**config.mk**
```make
export PLATFORM = sky130hd
export DESIGN_NAME = aes256_key_schedule
export DESIGN_NICKNAME = d
export VERILOG_FILES = /design/src/rtl/aes256_key_schedule.sv
export SDC_FILE = /design/constraint.sdc
export NUM_CORES = 2
export LEC_CHECK = 0
export CAP_MARGIN = 0
export CELL_PAD_IN_SITES_DETAIL_PLACEMENT = 0
export CELL_PAD_IN_SITES_GLOBAL_PLACEMENT = 1
export CORE_MARGIN = 2
export CORE_UTILIZATION = 35
export CTS_CLUSTER_SIZE = 20
export DETAILED_ROUTE_END_ITERATION = 8
export PLACE_DENSITY_LB_ADDON = 0.1
export SLEW_MARGIN = 20
export SYNTH_ARGS = -nofsm -noshare
export SYNTH_HDL_FRONTEND = slang
export SYNTH_SLANG_ARGS = --single-unit
```
**constraint.sdc**
```tcl
create_clock -name clk -period 12.3 [get_ports clk]
set_clock_uncertainty 0.1 [all_clocks]
set_input_delay 3.075 -clock clk [delete_from_list [all_inputs] [get_ports clk]]
set_output_delay 3.075 -clock clk [all_outputs]
set_load 0.03 [all_outputs]
```
**src/rtl/aes256_key_schedule.sv**
```systemverilog
// AES-256 key-schedule controller: one expand-key round per clock fills a 15-entry
// round-key file, with a per-key valid mask so the round datapath can start early.

module aes256_expand_stage (
    input  logic [255:0] state,
    input  logic [3:0]   rnd,
    output logic [127:0] out,
    output logic [255:0] next
);
    localparam logic [2047:0] SBOX = {
        128'h637c777bf26b6fc53001672bfed7ab76, 128'hca82c97dfa5947f0add4a2af9ca472c0,
        128'hb7fd9326363ff7cc34a5e5f171d83115, 128'h04c723c31896059a071280e2eb27b275,
        128'h09832c1a1b6e5aa0523bd6b329e32f84, 128'h53d100ed20fcb15b6acbbe394a4c58cf,
        128'hd0efaafb434d338545f9027f503c9fa8, 128'h51a3408f929d38f5bcb6da2110fff3d2,
        128'hcd0c13ec5f974417c4a77e3d645d1973, 128'h60814fdc222a908846eeb814de5e0bdb,
        128'he0323a0a4906245cc2d3ac629195e479, 128'he7c8376d8dd54ea96c56f4ea657aae08,
        128'hba78252e1ca6b4c6e8dd741f4bbd8b8a, 128'h703eb5664803f60e613557b986c11d9e,
        128'he1f8981169d98e949b1e87e9ce5528df, 128'h8ca1890dbfe6426841992d0fb054bb16
    };

    function automatic logic [7:0] sbox(input logic [7:0] b);
        return SBOX[11'd2047 - {b, 3'b000} -: 8];
    endfunction

    function automatic logic [31:0] sub_word(input logic [31:0] w);
        return {sbox(w[31:24]), sbox(w[23:16]), sbox(w[15:8]), sbox(w[7:0])};
    endfunction

    logic [31:0] temp, o0, o1, o2, o3;
    logic [7:0]  rcon;

    always_comb begin
        case (rnd[3:1])
            3'd1:    rcon = 8'h01;
            3'd2:    rcon = 8'h02;
            3'd3:    rcon = 8'h04;
            3'd4:    rcon = 8'h08;
            3'd5:    rcon = 8'h10;
            3'd6:    rcon = 8'h20;
            3'd7:    rcon = 8'h40;
            default: rcon = 8'h00;
        endcase
        // Even round keys start a new 8-word group (RotWord + Rcon); odd ones only SubWord.
        if (!rnd[0])
            temp = sub_word({state[23:0], state[31:24]}) ^ {rcon, 24'h000000};
        else
            temp = sub_word(state[31:0]);
        o0   = state[255:224] ^ temp;
        o1   = state[223:192] ^ o0;
        o2   = state[191:160] ^ o1;
        o3   = state[159:128] ^ o2;
        out  = {o0, o1, o2, o3};
        next = {state[127:0], o0, o1, o2, o3};
    end
endmodule

module aes256_key_schedule (
    input  logic         clk,
    input  logic         rst_n,
    input  logic         key_valid,
    output logic         key_ready,
    input  logic [255:0] key_in,
    input  logic         flush,
    output logic         busy,
    output logic         done,
    output logic [14:0]  rk_mask,
    input  logic         rd_en,
    input  logic [3:0]   rd_addr,
    output logic [127:0] rd_data
);
    typedef enum logic [1:0] {IDLE = 2'd0, EXPAND = 2'd1, DONE = 2'd2} fsm_t;

    fsm_t         fsm;
    logic [255:0] state;
    logic [3:0]   rnd;
    logic [127:0] key_file [0:14];
    logic [127:0] rk_out;
    logic [255:0] state_next;
    logic         accept, expand_we;

    aes256_expand_stage u_stage (
        .state (state),
        .rnd   (rnd),
        .out   (rk_out),
        .next  (state_next)
    );

    assign key_ready = (fsm != EXPAND);
    assign busy      = (fsm == EXPAND);
    assign done      = (fsm == DONE);
    assign accept    = key_valid & key_ready & ~flush;
    assign expand_we = (fsm == EXPAND) & ~flush;

    always_ff @(posedge clk or negedge rst_n) begin
        if (!rst_n) begin
            fsm     <= IDLE;
            state   <= '0;
            rnd     <= '0;
            rk_mask <= '0;
        end else if (flush) begin
            fsm     <= IDLE;
            rnd     <= '0;
            rk_mask <= '0;
        end else if (accept) begin
            fsm     <= EXPAND;
            state   <= key_in;
            rnd     <= 4'd2;
            rk_mask <= 15'h0003;
        end else if (fsm == EXPAND) begin
            state   <= state_next;
            rk_mask <= rk_mask | (15'd1 << rnd);
            if (rnd == 4'd14)
                fsm <= DONE;
            else
                rnd <= rnd + 4'd1;
        end
    end

    // Key file is not reset; rk_mask alone says which entries are meaningful.
    always_ff @(posedge clk) begin
        if (accept) begin
            key_file[0] <= key_in[255:128];
            key_file[1] <= key_in[127:0];
        end else if (expand_we) begin
            key_file[rnd] <= rk_out;
        end
    end

    always_ff @(posedge clk or negedge rst_n) begin
        if (!rst_n)
            rd_data <= '0;
        else if (rd_en)
            rd_data <= (rd_addr <= 4'd14) ? key_file[rd_addr] : '0;
    end
endmodule

```
==> impl_metrics.tcl <==
set metrics [dict create \
    outcome "complete, no violations" \
    mappedNetlistNets 8280 \
    clock_insertion_delay_worst_skew_ns 0.91 \
    final.min_clock_period_ns 6.94 \
    cp_data_arrival_time_ns 7.38 \
    final-setup-viol-count 0 \
    worstSetupPathType "flop to flop" \
    ys_seq_area_share_pct 62.5 \
    hold_class "flop to flop" \
    drive_above_1_share_pct 18.2 \
    fp-row-count 210 \
    largest_fanout_of_any_net_on_the_critical_path 83 \
    grt_first_pass_wirelength_mm 614 \
    clock_path_buffers 4 \
    grt_use_met1_pct 37.5 \
    yosysUniqueCellTypes 102 \
    syn2layout_area_growth_pct 16.0 \
    die-height_um 576 \
    first_global_vias 74900 \
    congestion_overflow_gr 0 \
    final_cell_mix "sky130_fd_sc_hd__edfxtp_1, sky130_fd_sc_hd__nand2_1, sky130_fd_sc_hd__mux4_2" \
    floorplan.initialDensity_pct 35.1 \
    largest_stage_delay_worst_path_ns 0.80 \
    routed_wirelength_mm 443 \
    layout.cells.most_common "sky130_fd_sc_hd__edfxtp_1" \
    globalRouteTotalUtil_pct 26.3 \
    peak_supply_drop_v 0.000152 \
    die_w_um 576 \
    drtPass1Iterations 6 \
    grt_util_met3_pct 4.09 \
    dr.first_iter.drc_count 9639 \
    timing.critical_path.required_ns 12.74 \
    post-route-period-util_pct 56.4 \
    grt_max_degree 131 \
    drt.antenna.violating_nets 0 \
    numClockSinks 2453 \
    gp_congestion 0.893 \
    synth.top_cells.by_area "sky130_fd_sc_hd__edfxtp_1, sky130_fd_sc_hd__mux4_2, sky130_fd_sc_hd__dfrtp_1" \
    max_freq_mhz 144 \
    syn_area_um2 115000 \
    final_max_slew_viols 0 \
    cts-resized-gates 0 \
    max-cap-violations 0 \
    cts.repair_timing.setup_buffer_count 0 \
    crit_family "buffers and inverters" \
    avgViaCountPerCell 5.90 \
    cts.root.buffer_cell "sky130_fd_sc_hd__clkbuf_16" \
    grt_busiest_layer "met2" \
    cp.buffers_inverters 4 \
    worstMarginPinSlew_ns 1.20 \
    timing.critical_path.cells "buf_4 > and2_0 > o21ai_0 > a211o_1 > a221oi_1 > a31o_1 > a222oi_1 > buf_4 > xor2_2 > inv_1 > xnor2_1 > inv_1" \
    setup-tns-final_ns 0 \
    holdBufCountCts 0 \
    average_footprint_of_a_synthesized_cell_um2 14.4 \
    placeableCoreArea_um2 327000 \
    dr_total_vias 75300 \
    p_per_area_nw_per_um2 301 \
    design.die.area_um2 332000 \
    synthFlopType "sky130_fd_sc_hd__edfxtp_1" \
    number_of_antenna_violations_at_the_first_check_in_global_routing 29 \
    post-route-util_pct 40.7 \
    post-dp-hpwl_mm 276 \
    met2_usage_in_global_routing_pct 41.4 \
    synth_top_cell_by_area "sky130_fd_sc_hd__edfxtp_1" \
    average_routed_wire_per_standard_cell_um 34.7 \
    power.leakage_uw 0.0459 \
    hold_viol 0 \
    yosysWarnings 0 \
    cts_tree "yes" \
    worst_path_max_delay_cell "sky130_fd_sc_hd__xor2_2" \
    cts.reportedPaths.clkPinSlew_ns 0.06 \
    detail_route.drc_violations 0 \
    design.final.nets 8521 \
    buffer_ports.inserted 410 \
    ys_ff_latch 2453 \
    cts-htree-levels 5 \
    unrepaired_setup_endpoints_after_global_routing "false" \
    synth_enable_flop_cells 2048 \
    synth_cells 7949 \
    timing.critical_path.from_type "flop" \
    io-pin-count 411 \
    synth-async-reset-ratio_pct 16.5 \
    synth_top_cell_area_share_pct 53.6 \
    cts-buffers-inserted 277 \
    worst_setup_path_end_kind "flop" \
    worst_hold_slack_ns 0.391 \
    max_slew_margin_pct 20.3 \
]
Yosys cell counts, types with 42 or more instances:
master / number
sky130_fd_sc_hd__nand2b_1: 122
sky130_fd_sc_hd__inv_1: 397
sky130_fd_sc_hd__nor2b_1: 69
sky130_fd_sc_hd__dfrtp_1: 405
sky130_fd_sc_hd__buf_1: 94
sky130_fd_sc_hd__a31oi_1: 51
sky130_fd_sc_hd__nand2_1: 879
sky130_fd_sc_hd__o22ai_1: 145
sky130_fd_sc_hd__ha_1: 66
sky130_fd_sc_hd__clkbuf_1: 428
sky130_fd_sc_hd__nor2_1: 256
sky130_fd_sc_hd__xor2_1: 55
sky130_fd_sc_hd__o21ai_0: 455
sky130_fd_sc_hd__a21oi_1: 172
sky130_fd_sc_hd__buf_2: 117
sky130_fd_sc_hd__edfxtp_1: 2048
sky130_fd_sc_hd__nand3_1: 83
sky130_fd_sc_hd__o211ai_1: 42
sky130_fd_sc_hd__nor3_1: 125
sky130_fd_sc_hd__mux2i_1: 48
sky130_fd_sc_hd__mux4_2: 723
sky130_fd_sc_hd__xnor2_1: 117
sky130_fd_sc_hd__a22oi_1: 248
stage by stage:
stage / power (uW) / cells / worst slack (ns) / area (um^2)
after floorplan: 23600 / 7949 / 2.04 / 115000
final: 40000 / 12800 / 5.36 / 133000
after detailed placement: 31600 / 12300 / 4.54 / 124000
after CTS: 40000 / 12800 / 5.25 / 133000
after global placement: 31300 / 12300 / 4.59 / 124000
after global routing: 41600 / 12800 / 5.10 / 133000
worst register-to-register path, delay by kind of cell (launching register included):
| kind | cells | cell delay, ns |
|---|---|---|
| compound gates | 5 | 1.66 |
| xor+xnor | 2 | 1.39 |
| flops | 1 | 0.71 |
| simple gates | 1 | 0.72 |
| buf+inv | 4 | 2.05 |
where the power goes:
part | internal, uW | leakage, uW | switching [uW]
logic | 4340 | 0.0180 | 12800
registers | 13900 | 0.0235 | 670
clock network | 4860 | 0.00439 | 3460
area by class of cell:
class / instances / area (um^2)
Fill cell: 30000 / 194000
Timing Repair Buffer: 624 / 6040
Clock buffer: 385 / 7770
Multi-Input combinational cell: 4427 / 39200
Sequential cell: 2453 / 71700
Tap cell: 4346 / 5440
Antenna cell: 16 / 40.0
Inverter: 407 / 1530
Clock inverter: 117 / 1240
path summary, 6_finish.rpt:
path	from	end	slack, ns	depth (start not counted)
setup / recovery	state[19]	key_file[9][86]	5.36	12
hold / removal	state[145]	state[145]	0.39	2
setup reg to reg	state[19]	key_file[9][86]	5.36	12
hold reg to reg	state[145]	state[145]	0.39	2
max in group asynchronous	rst_n	state[27]	7.58	3
min in group asynchronous	rst_n	rd_data[117]	2.07	1
sequential cells by signal, summed over array words and instances, names as in the netlist:
| register | cells |
|---|---|
| key_file | 2048 |
| state | 256 |
| rd_data | 128 |
| rk_mask | 15 |
| rnd | 4 |
| fsm | 2 |
per-layer routing:
metal,wire length (um),vias to the layer above
li1,-,31300
met1,193000,40300
met3,31100,521
met5,57,-
met2,206000,3205
met4,12800,8
cell families (layout without fill, tap and decap cells):
family	after synthesis	count (layout)	synth area share, %
compound gates	1590	1590	9.25
xor+xnor	200	200	1.80
fa+ha+maj	66	66	0.720
buf+inv	1069	1533	3.72
flops	2453	2453	62.5
mux	810	810	15.0
other cells	0	16	0
simple gates	1761	1761	7.02
(Power assumes the default switching activity.)
